==> config.mk <==
export PLATFORM = sky130hd
export DESIGN_NAME = lfsr_share_ctrl
export DESIGN_NICKNAME = d
export VERILOG_FILES = /design/src/rtl/lfsr_share_ctrl.sv
export SDC_FILE = /design/constraint.sdc
export NUM_CORES = 1
export LEC_CHECK = 0
export ABC_AREA = 1
export BUFFER_PORTS_ARGS = -buffer_cell sky130_fd_sc_hd__buf_4
export CAP_MARGIN = 20
export CORE_MARGIN = 2
export CORE_UTILIZATION = 45
export CTS_BUF_LIST = sky130_fd_sc_hd__clkbuf_4 sky130_fd_sc_hd__clkbuf_8
export DETAILED_ROUTE_END_ITERATION = 7
export MAX_ROUTING_LAYER = met4
export PLACE_DENSITY = 0.66
export SLEW_MARGIN = 20
export SYNTH_ARGS = -nofsm -noshare
export SYNTH_HDL_FRONTEND = slang
export SYNTH_SLANG_ARGS = --single-unit
==> constraint.sdc <==
create_clock -name i_Clk -period 2.6 [get_ports i_Clk]
set_input_delay 0.39 -clock i_Clk [delete_from_list [all_inputs] [get_ports i_Clk]]
set_output_delay 0.39 -clock i_Clk [all_outputs]
set_load 0.01 [all_outputs]
==> src/rtl/lfsr_share_ctrl.sv <==
// Shares one XNOR LFSR between two round-robin requesters. Each grant is preceded by
// STEPS LFSR advances so consecutive words handed out are decorrelated.

module lfsr_share_ctrl_lfsr #(
  parameter int unsigned NUM_BITS = 32
) (
  input  logic                clk_i,
  input  logic                en_i,
  input  logic                seed_load_i,
  input  logic [NUM_BITS-1:0] seed_i,
  output logic [NUM_BITS-1:0] data_o
);

  // Tap positions (1-indexed t maps to bit t-1) for maximal-length XNOR sequences.
  function automatic logic [31:0] tap_mask(input int unsigned w);
    unique case (w)
      3:       return 32'h0000_0006;
      4:       return 32'h0000_000C;
      5:       return 32'h0000_0014;
      6:       return 32'h0000_0030;
      7:       return 32'h0000_0060;
      8:       return 32'h0000_00B8;
      9:       return 32'h0000_0110;
      10:      return 32'h0000_0240;
      11:      return 32'h0000_0500;
      12:      return 32'h0000_0829;
      13:      return 32'h0000_100D;
      14:      return 32'h0000_2015;
      15:      return 32'h0000_6000;
      16:      return 32'h0000_D008;
      17:      return 32'h0001_2000;
      18:      return 32'h0002_0400;
      19:      return 32'h0004_0023;
      20:      return 32'h0009_0000;
      21:      return 32'h0014_0000;
      22:      return 32'h0030_0000;
      23:      return 32'h0042_0000;
      24:      return 32'h00E1_0000;
      25:      return 32'h0120_0000;
      26:      return 32'h0200_0023;
      27:      return 32'h0400_0013;
      28:      return 32'h0900_0000;
      29:      return 32'h1400_0000;
      30:      return 32'h2000_0029;
      31:      return 32'h4800_0000;
      default: return 32'h8020_0003;
    endcase
  endfunction

  localparam logic [31:0]         TapMask32 = tap_mask(NUM_BITS);
  localparam logic [NUM_BITS-1:0] TapMask   = TapMask32[NUM_BITS-1:0];

  logic [NUM_BITS-1:0] lfsr_q, lfsr_d;

  always_comb begin
    lfsr_d = lfsr_q;
    if (en_i) begin
      if (seed_load_i) begin
        lfsr_d = seed_i;
      end else begin
        lfsr_d = {lfsr_q[NUM_BITS-2:0], ~^(lfsr_q & TapMask)};
      end
    end
  end

  // No reset: the controller always seeds the register before it is used.
  always_ff @(posedge clk_i) begin
    lfsr_q <= lfsr_d;
  end

  assign data_o = lfsr_q;

endmodule

module lfsr_share_ctrl #(
  parameter int unsigned          NUM_BITS = 32,
  parameter int unsigned          STEPS    = 4,
  parameter logic [NUM_BITS-1:0]  SEED     = '0
) (
  input  logic                i_Clk,
  input  logic                i_Rst,
  input  logic [1:0]          i_Req,
  input  logic                i_Reseed,
  input  logic [NUM_BITS-1:0] i_Seed,
  output logic [1:0]          o_Gnt,
  output logic [NUM_BITS-1:0] o_Data,
  output logic                o_Busy,
  output logic                o_Seed_Err
);

  typedef enum logic [1:0] {StSeed, StIdle, StStep, StGnt} state_e;

  localparam logic [7:0] LastStep = 8'(STEPS - 1);

  state_e              state_q, state_d;
  logic [NUM_BITS-1:0] seed_q, seed_d;
  logic [NUM_BITS-1:0] data_q, data_d;
  logic [1:0]          gnt_q, gnt_d;
  logic                seed_err_q, seed_err_d;
  logic                rr_ptr_q, rr_ptr_d;
  logic                winner_q, winner_d;
  logic [7:0]          step_cnt_q, step_cnt_d;

  logic                lfsr_en;
  logic                lfsr_load;
  logic [NUM_BITS-1:0] lfsr_data;

  lfsr_share_ctrl_lfsr #(
    .NUM_BITS (NUM_BITS)
  ) u_lfsr (
    .clk_i       (i_Clk),
    .en_i        (lfsr_en),
    .seed_load_i (lfsr_load),
    .seed_i      (seed_q),
    .data_o      (lfsr_data)
  );

  always_comb begin
    state_d    = state_q;
    seed_d     = seed_q;
    data_d     = data_q;
    gnt_d      = 2'b00;
    seed_err_d = 1'b0;
    rr_ptr_d   = rr_ptr_q;
    winner_d   = winner_q;
    step_cnt_d = step_cnt_q;
    lfsr_en    = 1'b0;
    lfsr_load  = 1'b0;

    unique case (state_q)
      StSeed: begin
        lfsr_en   = 1'b1;
        lfsr_load = 1'b1;
        state_d   = StIdle;
      end
      StIdle: begin
        if (i_Reseed) begin
          // All ones is the XNOR lockup state; fall back to the default seed.
          if (&i_Seed) begin
            seed_d     = SEED;
            seed_err_d = 1'b1;
          end else begin
            seed_d = i_Seed;
          end
          state_d = StSeed;
        end else if (|i_Req) begin
          winner_d   = (i_Req == 2'b11) ? rr_ptr_q : i_Req[1];
          step_cnt_d = '0;
          state_d    = StStep;
        end
      end
      StStep: begin
        lfsr_en    = 1'b1;
        step_cnt_d = step_cnt_q + 8'd1;
        if (step_cnt_q == LastStep) begin
          state_d = StGnt;
        end
      end
      StGnt: begin
        gnt_d    = winner_q ? 2'b10 : 2'b01;
        data_d   = lfsr_data;
        rr_ptr_d = ~winner_q;
        state_d  = StIdle;
      end
      default: state_d = StSeed;
    endcase
  end

  always_ff @(posedge i_Clk) begin
    if (i_Rst) begin
      state_q    <= StSeed;
      seed_q     <= SEED;
      data_q     <= '0;
      gnt_q      <= 2'b00;
      seed_err_q <= 1'b0;
      rr_ptr_q   <= 1'b0;
      winner_q   <= 1'b0;
      step_cnt_q <= '0;
    end else begin
      state_q    <= state_d;
      seed_q     <= seed_d;
      data_q     <= data_d;
      gnt_q      <= gnt_d;
      seed_err_q <= seed_err_d;
      rr_ptr_q   <= rr_ptr_d;
      winner_q   <= winner_d;
      step_cnt_q <= step_cnt_d;
    end
  end

  assign o_Gnt      = gnt_q;
  assign o_Data     = data_q;
  assign o_Seed_Err = seed_err_q;
  assign o_Busy     = (state_q != StIdle);

endmodule

==> Yosys cells after proc, flatten, opt, wreduce, memory -nomap -nowiden <==
Cells that the tools add are included.
{ "classes": {"n_addsub": 1, "n_eq_ne": 10, "muxes": 14, "bitwise": 4, "n_reduce_logical": 13} }
{ "op_table": {"columns": ["op", "count"], "rows": [
  ["2-to-1 mux 32 bit", 2],
  ["AND reduction 32 bit", 1],
  ["XNOR reduction 32 bit", 1],
  ["2-to-1 mux 8 bit", 2],
  ["one-hot mux 8 bit (2 select lines)", 1],
  ["adder 8 x 1 -> 8 bit, second input constant", 1],
  ["equality test 8 x 2 -> 1 bit, second input constant", 1],
  ["2-to-1 mux 2 bit", 4],
  ["OR reduction 2 bit", 4],
  ["equality test 2 bit, second input constant", 3],
  ["inequality test 2 bit, second input constant", 3],
  ["one-hot mux 2 bit (3 select lines)", 1],
  ["AND reduction 3 bit", 2],
  ["2-to-1 mux 1 bit", 4],
  ["NOT 1 bit", 4],
  ["AND reduction 2 bit", 2],
  ["inequality test 3 bit, second input constant", 1],
  ["OR reduction 3 bit", 1],
  ["equality test 2 x 1 -> 1 bit, second input constant", 1],
  ["logical NOT 2 bit", 1],
  ["inequality test 2 x 1 -> 1 bit, second input constant", 1],
  ["nonzero test 2 bit", 1]
]} }
{ "totals": {"regBits": 111, "in_bits": 37, "out_inout_bits": 36} }

==> Logic depth before layout (Yosys ltp) <==
Gate-level depths: netlist of the first run.
{ "logic_depth": {"ltp_word": 4, "depth_mapped": 8, "ltp_nobuf": 8} }

==> Modules after synthesis <==
A second synthesis of the first run with hierarchy kept.
{ "hier_totals": {"hier_cells": 556, "area_unflattened_um2": 4498.1} }
{ "by_module_without_submodules": {"columns": ["mod", "n_inst", "cells_per_inst", "area_each_um2", "seq_area_each_um2"], "rows": [
  ["lfsr_share_ctrl", 1, 405, 3057.9, 1581.5],
  ["lfsr_share_ctrl_lfsr", 1, 151, 1440.1, 960.9]
]} }

==> Worst setup path before layout of the first run <==
Ideal clock, no wire load.
{ "synth_timing": {"kind": "reg-to-reg", "start": "reg state_q[0]", "end": "reg step_cnt_q[6]", "setup_time_ns": 0.116, "arrival_ns": 1.481, "slack_ns": 1.003, "stages_incl_launch_ff": 8, "cell_sequence": "dfxtp_1 -> inv_2 -> nand2_1 -> inv_2 -> nand2_1 -> or2_0 -> o21ai_0 -> nor2_1"} }
{ "synth_between": {"elab_chain_len": 3} }
{ "synth_rtl": {"columns": ["element", "line", "text"], "rows": [
  ["from (decl)", "95", "state_e state_q, state_d;"],
  ["from (signal assigned)", "171", "state_q <= StSeed;"],
  ["from (signal assigned)", "180", "state_q <= state_d;"],
  ["equality test 2 x 1 -> 1 bit or equality test 2 bit (tied branches)", "130", "unique case (state_q)"],
  ["inequality test 2 bit (no line) or nonzero test 2 bit (tied branches)", null, null],
  ["AND reduction 3 bit (no line)", null, null],
  ["to (signal assigned)", "187", "step_cnt_q <= step_cnt_d;"],
  ["to (decl)", "102", "logic [7:0] step_cnt_q, step_cnt_d;"]
]} }
Several ways; a longest one is shown, not always the timed one.
A chain may end at the register's enable or synchronous reset.

==> Worst setup path after layout of the first run <==
{ "layout_timing": {"start": "reg state_q[0]", "end": "out o_Busy"} }
{ "layout_between": {"elab_chain_len": 1} }
{ "layout_rtl": {"columns": ["element", "line", "text"], "rows": [
  ["inequality test 2 x 1 -> 1 bit", "194", "assign o_Busy = (state_q != StIdle);"],
  ["to (decl)", "87", "output logic o_Busy,"]
]} }
No other way between the ends.

==> results of run 1 <==
layout by cell type, fill, tap and decap left out, types with 3 or more instances in the layout:
master / count
clkbuf_8: 9
inv_1: 10
edfxtp_1: 32
nand2_1: 76
a21oi_1: 22
nor2_1: 84
nand3_1: 4
mux2_2: 29
a21oi_2: 20
o21ai_1: 20
buf_4: 77
inv_2: 3
o21ai_0: 52
bufinv_16: 3
dfxtp_1: 79
path summary, 6_finish.rpt:
check / cells past startpoint / endpoint / slack (ns)
worst max-delay path: 4 / o_Busy / 1.06
worst min-delay path: 2 / step_cnt_q[4] / 0.24
worst max register to register: 3 / u_lfsr.data_o[29] / 1.11
worst min register to register: 2 / o_Gnt[1] / 0.45
state kept, by name, summed over array words and instances (netlist names):
name,count
seed_q,32
step_cnt_q,8
state_q,2
rr_ptr_q,1
winner_q,1
o_Data,32
o_Gnt,2
o_Seed_Err,1
u_lfsr.data_o,32
through the flow:
step	cell area (um^2)	util (%)	instances	worst slack (ns)
floorplan	4460	-	475	1.00
global placement	5100	52.7	661	0.985
detailed placement	5100	52.7	661	0.942
CTS	5340	55.2	677	1.03
global route	5340	55.2	677	0.973
finish	5340	55.2	677	1.06
logic make-up after synthesis:
kind of cell | count (synthesis)
AO/OA/AOI/OAI | 119
buffers and inverters | 41
adder cells (fa/ha/maj) | 1
flip-flops | 111
XOR/XNOR | 3
multiplexers | 29
AND/OR/NAND/NOR | 171
metal layers:
layer	vias up	global-route usage [%]	wire, um
met1	1524	22.8	4380
met5	-	-	0
met4	0	5.21	72
li1	1721	-	-
met3	7	2.96	313
met2	63	27.9	4120
power groups by stage:
stage / sequential (uW) / clock, uW / combinational [uW]
6_report: 2060 / 1210 / 466
5_1_grt: 2090 / 1310 / 522
4_1_cts: 2070 / 1240 / 473
3_5_place_dp: 2100 / 0 / 470
3_3_place_gp: 2100 / 0 / 461
2_1_floorplan: 2080 / 0 / 328
cell type report:
type | count | area, um^2
clock buffer | 10 | 131
clock inverter | 6 | 109
fill | 897 | 4340
inverter | 15 | 56.3
multi-input combinational | 323 | 1720
sequential | 111 | 2540
tap | 133 | 166
timing repair buffer | 79 | 618
worst max-delay path, delay by kind of cell, from the launching register on:
| kind | cells | cell delay, ns |
|---|---|---|
| AND/OR/NAND/NOR | 1 | 0.11 |
| buffers and inverters | 3 | 0.29 |
| flip-flops | 1 | 0.39 |
==> results.cfg, run 1 <==
[placed_design]
routabilityCongestion = 0.763
dpl.hpwl_mm = 5.88
io_buffer_count = 72

[critical_path]
end_kind = output pin
crit_top_cell = inv_2
slowest_stage = dfxtp_1
max_stage_delay_ns = 0.39
startpoint_type = flip-flop
setup.worst_path.start = state_q[0]
critical_path_required_ns = 2.21
crit_type = flip-flop to output pin
worstPathArrival_ns = 1.15
path_cells = inv_2 > nor2_2 > inv_2 > buf_4
r2r-start = state_q[1]
worstPathMaxFanout = 4

[global_routing]
grt_usage_pct = 17.4
first_global_vias = 3180
antenna_found_initial = 0
grt_max_degree = 66
grt_pass1_wl_mm = 14.9
grt_overflow = 0

[logic_synthesis]
synthAdderAreaFrac_pct = 0.280
synth.area.mux_share_pct = 7.32
synth_area_leaders = dfxtp_1 35%, edfxtp_1 22%, mux2_2 7.3%, nor2_1 7.1%, nand2_1 6.4%
synth-xor-area-share_pct = 0.589
synth_edf_count = 32
ys_async_sr_fraction_pct = 0
synth_top_family_by_area = compound AO/OA/AOI/OAI gates
synthFlopType = dfxtp_1
yosysUniqueCellTypes = 29
yosysTopAreaCellShare_pct = 35.4
synth-simple-area-share_pct = 15.0
yosys_register_bits = 111
syn_area_um2 = 4460
syn_avg_cell_area_um2 = 9.40
syn_inst = 475
yosysMostFrequentCell = nor2_1
yosys_warnings = 0
yosys.area.top_type = dfxtp_1
syn-num-nets = 513
ys_seq_area_share_pct = 57.0
synth_compound_area_share_pct = 15.4
synthTopCellsByCount = 84 x nor2_1, 79 x dfxtp_1, 76 x nand2_1

[power_and_ir_drop]
p_int_uw = 2850
power_uw = 3740
swShare_pct = 23.8
power_frac_seq_pct = 55.1
pwr-share-comb_pct = 12.5
peakVddDrop_uv = 305
p_leak_uw = 0.00220
clockPowerShare_pct = 32.4
power_density_nw_per_um2 = 700
p_switching_uw = 889

[floorplanning]
fp-row-count = 36
initial_core_util_pct = 46.1
die_y_um = 104
ios = 73
die-area_um2 = 10700
core_region_area_um2 = 9680
die_w_um = 104

[route]
dr.pass1.iters = 4
drt_iter0_drc = 127
ant_nets = 0
routed_wl_mm = 8.88
drc = 0
viasPerCell = 4.90
wire_per_inst_um = 13.1
dr_total_vias = 3315

[timing]
tns_ns = 0
whs_ns = 0.237
fmax_mhz = 650
slew_headroom_pct = 70.6
setup_viol = 0
period_needed_ns = 1.54
rsz0062_at_grt = no
finalMaxSlewViolations = 0
fin_crit_sh_pct = 59.2
worstMarginPinSlew_ns = 0.441
finClkSkew_ns = 0.0107
hold_violations = 0

[clocking]
cts.sinks = 111
clk_path_buf_depth = 2
clock_latency_ns = 0.36
cts_max_level = 3
root_buffer = clkbuf_8
post-cts-setup-buffer-count = 0
cts_tree = done
cts_hold_buf = 0
clk_pin_slew_ns = 0.10
cts_buffers = 9
cts_resized = 0

[layout]
syn_to_final_growth_pct = 19.7
drive_gt1_share_pct = 28.1
insertedDiodeCount = 0
final_nets = 577

[outcome]
status = finished clean

[min_path]
hp-start = i_Rst
hp-class = input port to flip-flop

[flow_run]
maxCapViolCount = 0
Power figures use the tool's default switching activity.
==> run 2, diff against run 1 <==
--- a/config.mk
+++ b/config.mk
@@ -5,7 +5,7 @@
 export SDC_FILE = /design/constraint.sdc
 export NUM_CORES = 1
 export LEC_CHECK = 0
-export ABC_AREA = 1
+export ABC_AREA = 0
 export BUFFER_PORTS_ARGS = -buffer_cell sky130_fd_sc_hd__buf_4
 export CAP_MARGIN = 20
 export CORE_MARGIN = 2
@@ -13,7 +13,7 @@
 export CTS_BUF_LIST = sky130_fd_sc_hd__clkbuf_4 sky130_fd_sc_hd__clkbuf_8
 export DETAILED_ROUTE_END_ITERATION = 7
 export MAX_ROUTING_LAYER = met4
-export PLACE_DENSITY = 0.66
+export PLACE_DENSITY = 0.69
 export SLEW_MARGIN = 20
 export SYNTH_ARGS = -nofsm -noshare
 export SYNTH_HDL_FRONTEND = slang
==> constraint.sdc (replaced) <==
create_clock -name i_Clk -period 1.3 [get_ports i_Clk]
set_input_delay 0.195 -clock i_Clk [delete_from_list [all_inputs] [get_ports i_Clk]]
set_output_delay 0.195 -clock i_Clk [all_outputs]
set_load 0.01 [all_outputs]
==> run 2 against run 1 <==
Effect of this change: the flow now finishes with violations (negative setup slack); critical path depth up 2; clock skew down 0.0031 ns; die area down 5.3%; sequential power up 98%; hold slack worse by 0.21 ns; flip-flop and latch count unchanged; first-iteration DRC count up 43%; via count down 4.0%; largest cell class unchanged; highest routed layer unchanged.
==> results.cfg, run 2 <==
[outcome]
status = finished with violations
violations = negative setup slack

[route]
dr.pass1.iters = 4
ant_nets = 0
wire_per_inst_um = 16.8
drt_iter0_drc = 182
routed_wl_mm = 10.1
viasPerCell = 5.31
dr_total_vias = 3184
drc = 0

[min_path]
hold_end = seed_q[11]
hp-start = i_Seed[11]
hold-path-cell-count = 2
hp-class = input port to flip-flop

[layout]
final_nets = 522
syn_to_final_growth_pct = 35.2
finalNonFillerCells = 600
drive_gt1_share_pct = 40.3
mostFrequentLayoutCell = buf_4
insertedDiodeCount = 0
final_cell_mix = 103 x buf_4, 72 x nand2_1, 72 x dfxtp_1, 43 x a21oi_1

[logic_synthesis]
syn_area_um2 = 4220
yosysTopAreaCellShare_pct = 37.5
yosysUniqueCellTypes = 38
syn_inst = 376
synth_edf_count = 32
syn-num-nets = 414
ys_async_sr_fraction_pct = 0
yosysMostFrequentCell = dfxtp_1
yosys_register_bits = 111
synthTopCellsByCount = 79 x dfxtp_1, 72 x nand2_1, 44 x a21oi_1
synthFlopType = dfxtp_1
ys_seq_area_share_pct = 60.2
synth_area_leaders = dfxtp_1 37%, edfxtp_1 23%, mux2_2 8.8%, a22o_1 6.6%, nand2_1 6.4%
yosys_warnings = 0
yosys.area.top_type = dfxtp_1
syn_avg_cell_area_um2 = 11.2

[floorplanning]
initial_core_util_pct = 46.1
ios = 73
core_region_area_um2 = 9150
die-area_um2 = 10200
die_y_um = 101
fp-row-count = 35
die_w_um = 101

[clocking]
root_buffer = clkbuf_8
cts_max_level = 3
cts.sinks = 111
cts_buffers = 9
clock_latency_ns = 0.38
cts_tree = done
clk_pin_slew_ns = 0.11
clk_path_buf_depth = 2

[critical_path]
crit_type = flip-flop to flip-flop
startpoint_type = flip-flop
worstPathMaxFanout = 16
setup.worst_path.start = state_q[0]
cpLargestDelayFamily = buffers and inverters
r2r_setup_slack_ns = -0.11
cp_num_buf_inv = 3
end_kind = flip-flop
path_cells = nor2b_4 > buf_6 > buf_4 > a21oi_4 > buf_12 > a22o_1
r2r-start = state_q[0]
worstPathArrival_ns = 1.74
slowest_stage = dfxtp_4
ff2ff_path_depth = 6
max_stage_delay_ns = 0.39
critical_path_required_ns = 1.62
worstReg2RegEnd = seed_q[3]

[placed_design]
dp.cells = 576
dpl.hpwl_mm = 6.61
place_ws_ns = -0.206
routabilityCongestion = 0.853
io_buffer_count = 72

[timing]
setup_viol = 59
worstMarginPinSlew_ns = 0.389
whs_ns = 0.0311
rsz0062_at_grt = yes
hold_violations = 0
finClkSkew_ns = 0.00762
tns_ns = -5.38
finalMaxSlewViolations = 0
period_needed_ns = 1.41
slew_headroom_pct = 74.1
fmax_mhz = 707
setup_ws_ns = -0.114
fin_crit_sh_pct = 109

[power_and_ir_drop]
power_density_nw_per_um2 = 1250
p_leak_uw = 0.00235
peakVddDrop_uv = 636

[flow_run]
maxCapViolCount = 0

[global_routing]
grt_max_degree = 35
grt_overflow = 0
grt_pass1_wl_mm = 16.3
antenna_found_initial = 0
grt_usage_pct = 21.3
first_global_vias = 3179
run 2: worst max-delay path by stage:
stage                 endpoint  cells past startpoint  slack [ns]
CTS                     o_Busy                      4       -0.13
detailed placement  seed_q[19]                      7       -0.21
global route            o_Busy                      4       -0.18
global placement     seed_q[3]                      7       -0.17
finish               seed_q[3]                      6       -0.11
floorplan           state_q[0]                      5       -0.05
run 2: logic make-up after synthesis:
family	share of synthesized area, %
buffers and inverters	3.50
AND/OR/NAND/NOR	13.3
AO/OA/AOI/OAI	13.3
XOR/XNOR	0.623
adder cells (fa/ha/maj)	0.296
multiplexers	8.81
flip-flops	60.2
run 2: stage by stage:
stage               total power, uW  util (%)  instance area, um^2
finish                         7130      62.3                 5700
detailed placement             5030      56.7                 5190
CTS                            7120      61.6                 5640
floorplan                      4630         -                 4280
global route                   7400      62.3                 5700
global placement               5000      56.7                 5190
run 2: where the power goes:
part	total, uW	switching [uW]	internal (uW)
clock network	1950	1220	722
logic	1120	452	663
registers	4070	186	3890
total	7130	1860	5270
run 2: repair_timing:
| action | in CTS | in global routing |
|---|---|---|
| gates cloned | 1 | 2 |
| endpoints found under the setup margin | 107 | 76 |
| hold buffers | 0 | 0 |
| setup buffers | 5 | 1 |
| resized for setup | 50 | 14 |
| pin swaps | 3 | 16 |
run 2: area by class of cell:
cell class                      instances  area, um^2
Clock buffer                            9         124
Tap cell                              111         139
Fill cell                             744        3450
Multi-Input combinational cell        239        1740
Sequential cell                       111        2560
Timing Repair Buffer                  121        1080
Inverter                                2        13.8
Clock inverter                          7        55.1
run 2: routing by layer:
metal	part of all wire [%]	track usage, %
met1	47	27.6
met5	0	-
met2	49	33.5
met3	3.4	5.13
met4	1.3	6.11
==> run 3, diff against run 2 <==
--- a/config.mk
+++ b/config.mk
@@ -5,7 +5,7 @@
 export SDC_FILE = /design/constraint.sdc
 export NUM_CORES = 1
 export LEC_CHECK = 0
-export ABC_AREA = 0
+export ABC_AREA = 1
 export BUFFER_PORTS_ARGS = -buffer_cell sky130_fd_sc_hd__buf_4
 export CAP_MARGIN = 20
 export CORE_MARGIN = 2
@@ -13,8 +13,7 @@
 export CTS_BUF_LIST = sky130_fd_sc_hd__clkbuf_4 sky130_fd_sc_hd__clkbuf_8
 export DETAILED_ROUTE_END_ITERATION = 7
 export MAX_ROUTING_LAYER = met4
-export PLACE_DENSITY = 0.69
-export SLEW_MARGIN = 20
+export PLACE_DENSITY = 0.68
 export SYNTH_ARGS = -nofsm -noshare
 export SYNTH_HDL_FRONTEND = slang
 export SYNTH_SLANG_ARGS = --single-unit
==> run 3 against run 2 <==
Effect of this change: the flow still finishes with violations (negative setup slack); die area grew 5.5%; maximum frequency up 0.85%; flip-flop and latch count did not move; sequential power grew 2%; setup slack improved by 0.012 ns; first-iteration DRC count down 35%; register-to-register slack is essentially flat; critical path type unchanged; largest cell class unchanged; largest power group unchanged.
==> results.cfg, run 3 (synthesized netlist as in run 1, its figures left out) <==
[outcome]
status = finished with violations
violations = negative setup slack

[critical_path]
path_cells = buf_6 > nor2_4 > buf_12 > mux2_2
worstReg2RegEnd = u_lfsr.data_o[29]
crit_end = u_lfsr.data_o[29]
max_stage_delay_ns = 0.37
startpoint_type = flip-flop
worstPathMaxFanout = 17
r2r_setup_slack_ns = -0.10
critical_path_required_ns = 1.42
crit_type = flip-flop to flip-flop
end_kind = flip-flop
worstPathArrival_ns = 1.52
ff2ff_path_depth = 4
r2r-start = state_q[0]
slowest_stage = dfxtp_4
setup.worst_path.start = state_q[0]

[timing]
period_needed_ns = 1.40
setup_viol = 31
fin_crit_sh_pct = 108
finClkSkew_ns = 0.0134
whs_ns = 0.0441
hold_violations = 0
rsz0062_at_grt = yes
worstMarginPinSlew_ns = 0.442
finalMaxSlewViolations = 0
setup_ws_ns = -0.102
fmax_mhz = 713
slew_headroom_pct = 70.5

[layout]
drive_gt1_share_pct = 32.3
stdcell_area_um2 = 5640
mostFrequentLayoutCell = buf_4
insertedDiodeCount = 0
final_cell_mix = 84 x buf_4, 83 x nor2_1, 75 x nand2_1, 74 x dfxtp_1, 52 x o21ai_0
num-fill-cells = 844
syn_to_final_growth_pct = 26.3
final_nets = 596

[clocking]
cts_hold_buf = 0
cts_max_level = 3
cts.sinks = 111
root_buffer = clkbuf_8
clk_path_buf_depth = 2
cts_tree = done
clk_pin_slew_ns = 0.10
cts_buffers = 9
clock_latency_ns = 0.37

[floorplanning]
initial_core_util_pct = 46.1
die_w_um = 104
die-area_um2 = 10700
die_y_um = 104
core_region_area_um2 = 9680
fp-row-count = 36
ios = 73

[route]
dr.pass1.iters = 4
wire_per_inst_um = 13.6
dr_total_vias = 3446
ant_nets = 0
viasPerCell = 4.95
routed_wl_mm = 9.44
drt_iter0_drc = 118
drc = 0

[power_and_ir_drop]
power_frac_seq_pct = 55.7
p_switching_uw = 1920
p_int_uw = 5520
power_density_nw_per_um2 = 1320
clockPowerShare_pct = 28.8
p_leak_uw = 0.00236
pwr-share-comb_pct = 15.5
swShare_pct = 25.8
peakVddDrop_uv = 573

[global_routing]
antenna_found_initial = 0
grt_usage_pct = 17.7
first_global_vias = 3136
grt_pass1_wl_mm = 15.0
grt_max_degree = 39
grt_overflow = 0

[placed_design]
routabilityCongestion = 0.774
io_buffer_count = 72
post_dp_cell_area_um2 = 5230
dpl.hpwl_mm = 6.08
place_ws_ns = -0.0212

[min_path]
hp-class = input port to flip-flop

[flow_run]
maxCapViolCount = 0
[run 3: worst min path at each step]
| stage | endpoint | from | cells past startpoint |
|---|---|---|---|
| 3_5_place_dp | step_cnt_q[4] | i_Rst | 2 |
| 2_1_floorplan | state_q[0] | i_Rst | 1 |
| 6_report | state_q[0] | i_Rst | 2 |
| 5_1_grt | state_q[0] | i_Rst | 2 |
| 3_3_place_gp | winner_q | i_Rst | 2 |
| 4_1_cts | state_q[1] | i_Rst | 2 |
[run 3: worst max-delay path, delay by kind of cell, from the launching register on]
family	cells	cell delay, ns
DFF	1	0.37
muxes	1	0.35
and+or+nand+nor	1	0.13
buffers and inverters	2	0.30
[run 3: per-stage QoR]
stage / instances / setup TNS [ns] / utilization [%] / power, uW
after CTS: 689 / -2.20 / 56.8 / 7420
after global routing: 696 / -3.39 / 58.2 / 7810
after floorplan: 475 / -0.116 / - / 4840
final: 696 / -2.03 / 58.2 / 7440
after detailed placement: 670 / -0.178 / 54.0 / 5230
after global placement: 670 / 0 / 54.0 / 5200
[run 3: metal layers]
| metal | vias to the layer above | GRT usage [%] | wire, um |
|---|---|---|---|
| met2 | 75 | 28.1 | 4540 |
| met3 | 9 | 4.28 | 402 |
| met4 | 0 | 4.63 | 95 |
| li1 | 1763 | - | - |
| met1 | 1599 | 22.9 | 4410 |
| met5 | - | - | 0 |
[run 3: what timing repair did]
action / CTS / global route
pin swaps: 0 / 1
gates resized for setup: 12 / 15
gates cloned: 0 / 3
buffers inserted: 3 / 4
setup endpoints to repair: 24 / 37
[run 3: final cells by class]
class	count	area, um^2	area share (%)
Clock buffer	10	131	2.33
Clock inverter	6	73.8	1.31
Inverter	15	61.3	1.09
Multi-Input combinational cell	323	1790	31.7
Sequential cell	111	2550	45.2
Tap cell	133	166	2.95
Timing Repair Buffer	98	868	15.4
[run 3: power by group through the flow]
stage          Sequential, uW  Combinational (uW)  Clock (uW)
2_1_floorplan            4170                 668           0
3_3_place_gp             4210                 984           0
6_report                 4150                1150        2140
3_5_place_dp             4220                1010           0
5_1_grt                  4190                1260        2360
4_1_cts                  4150                1070        2200
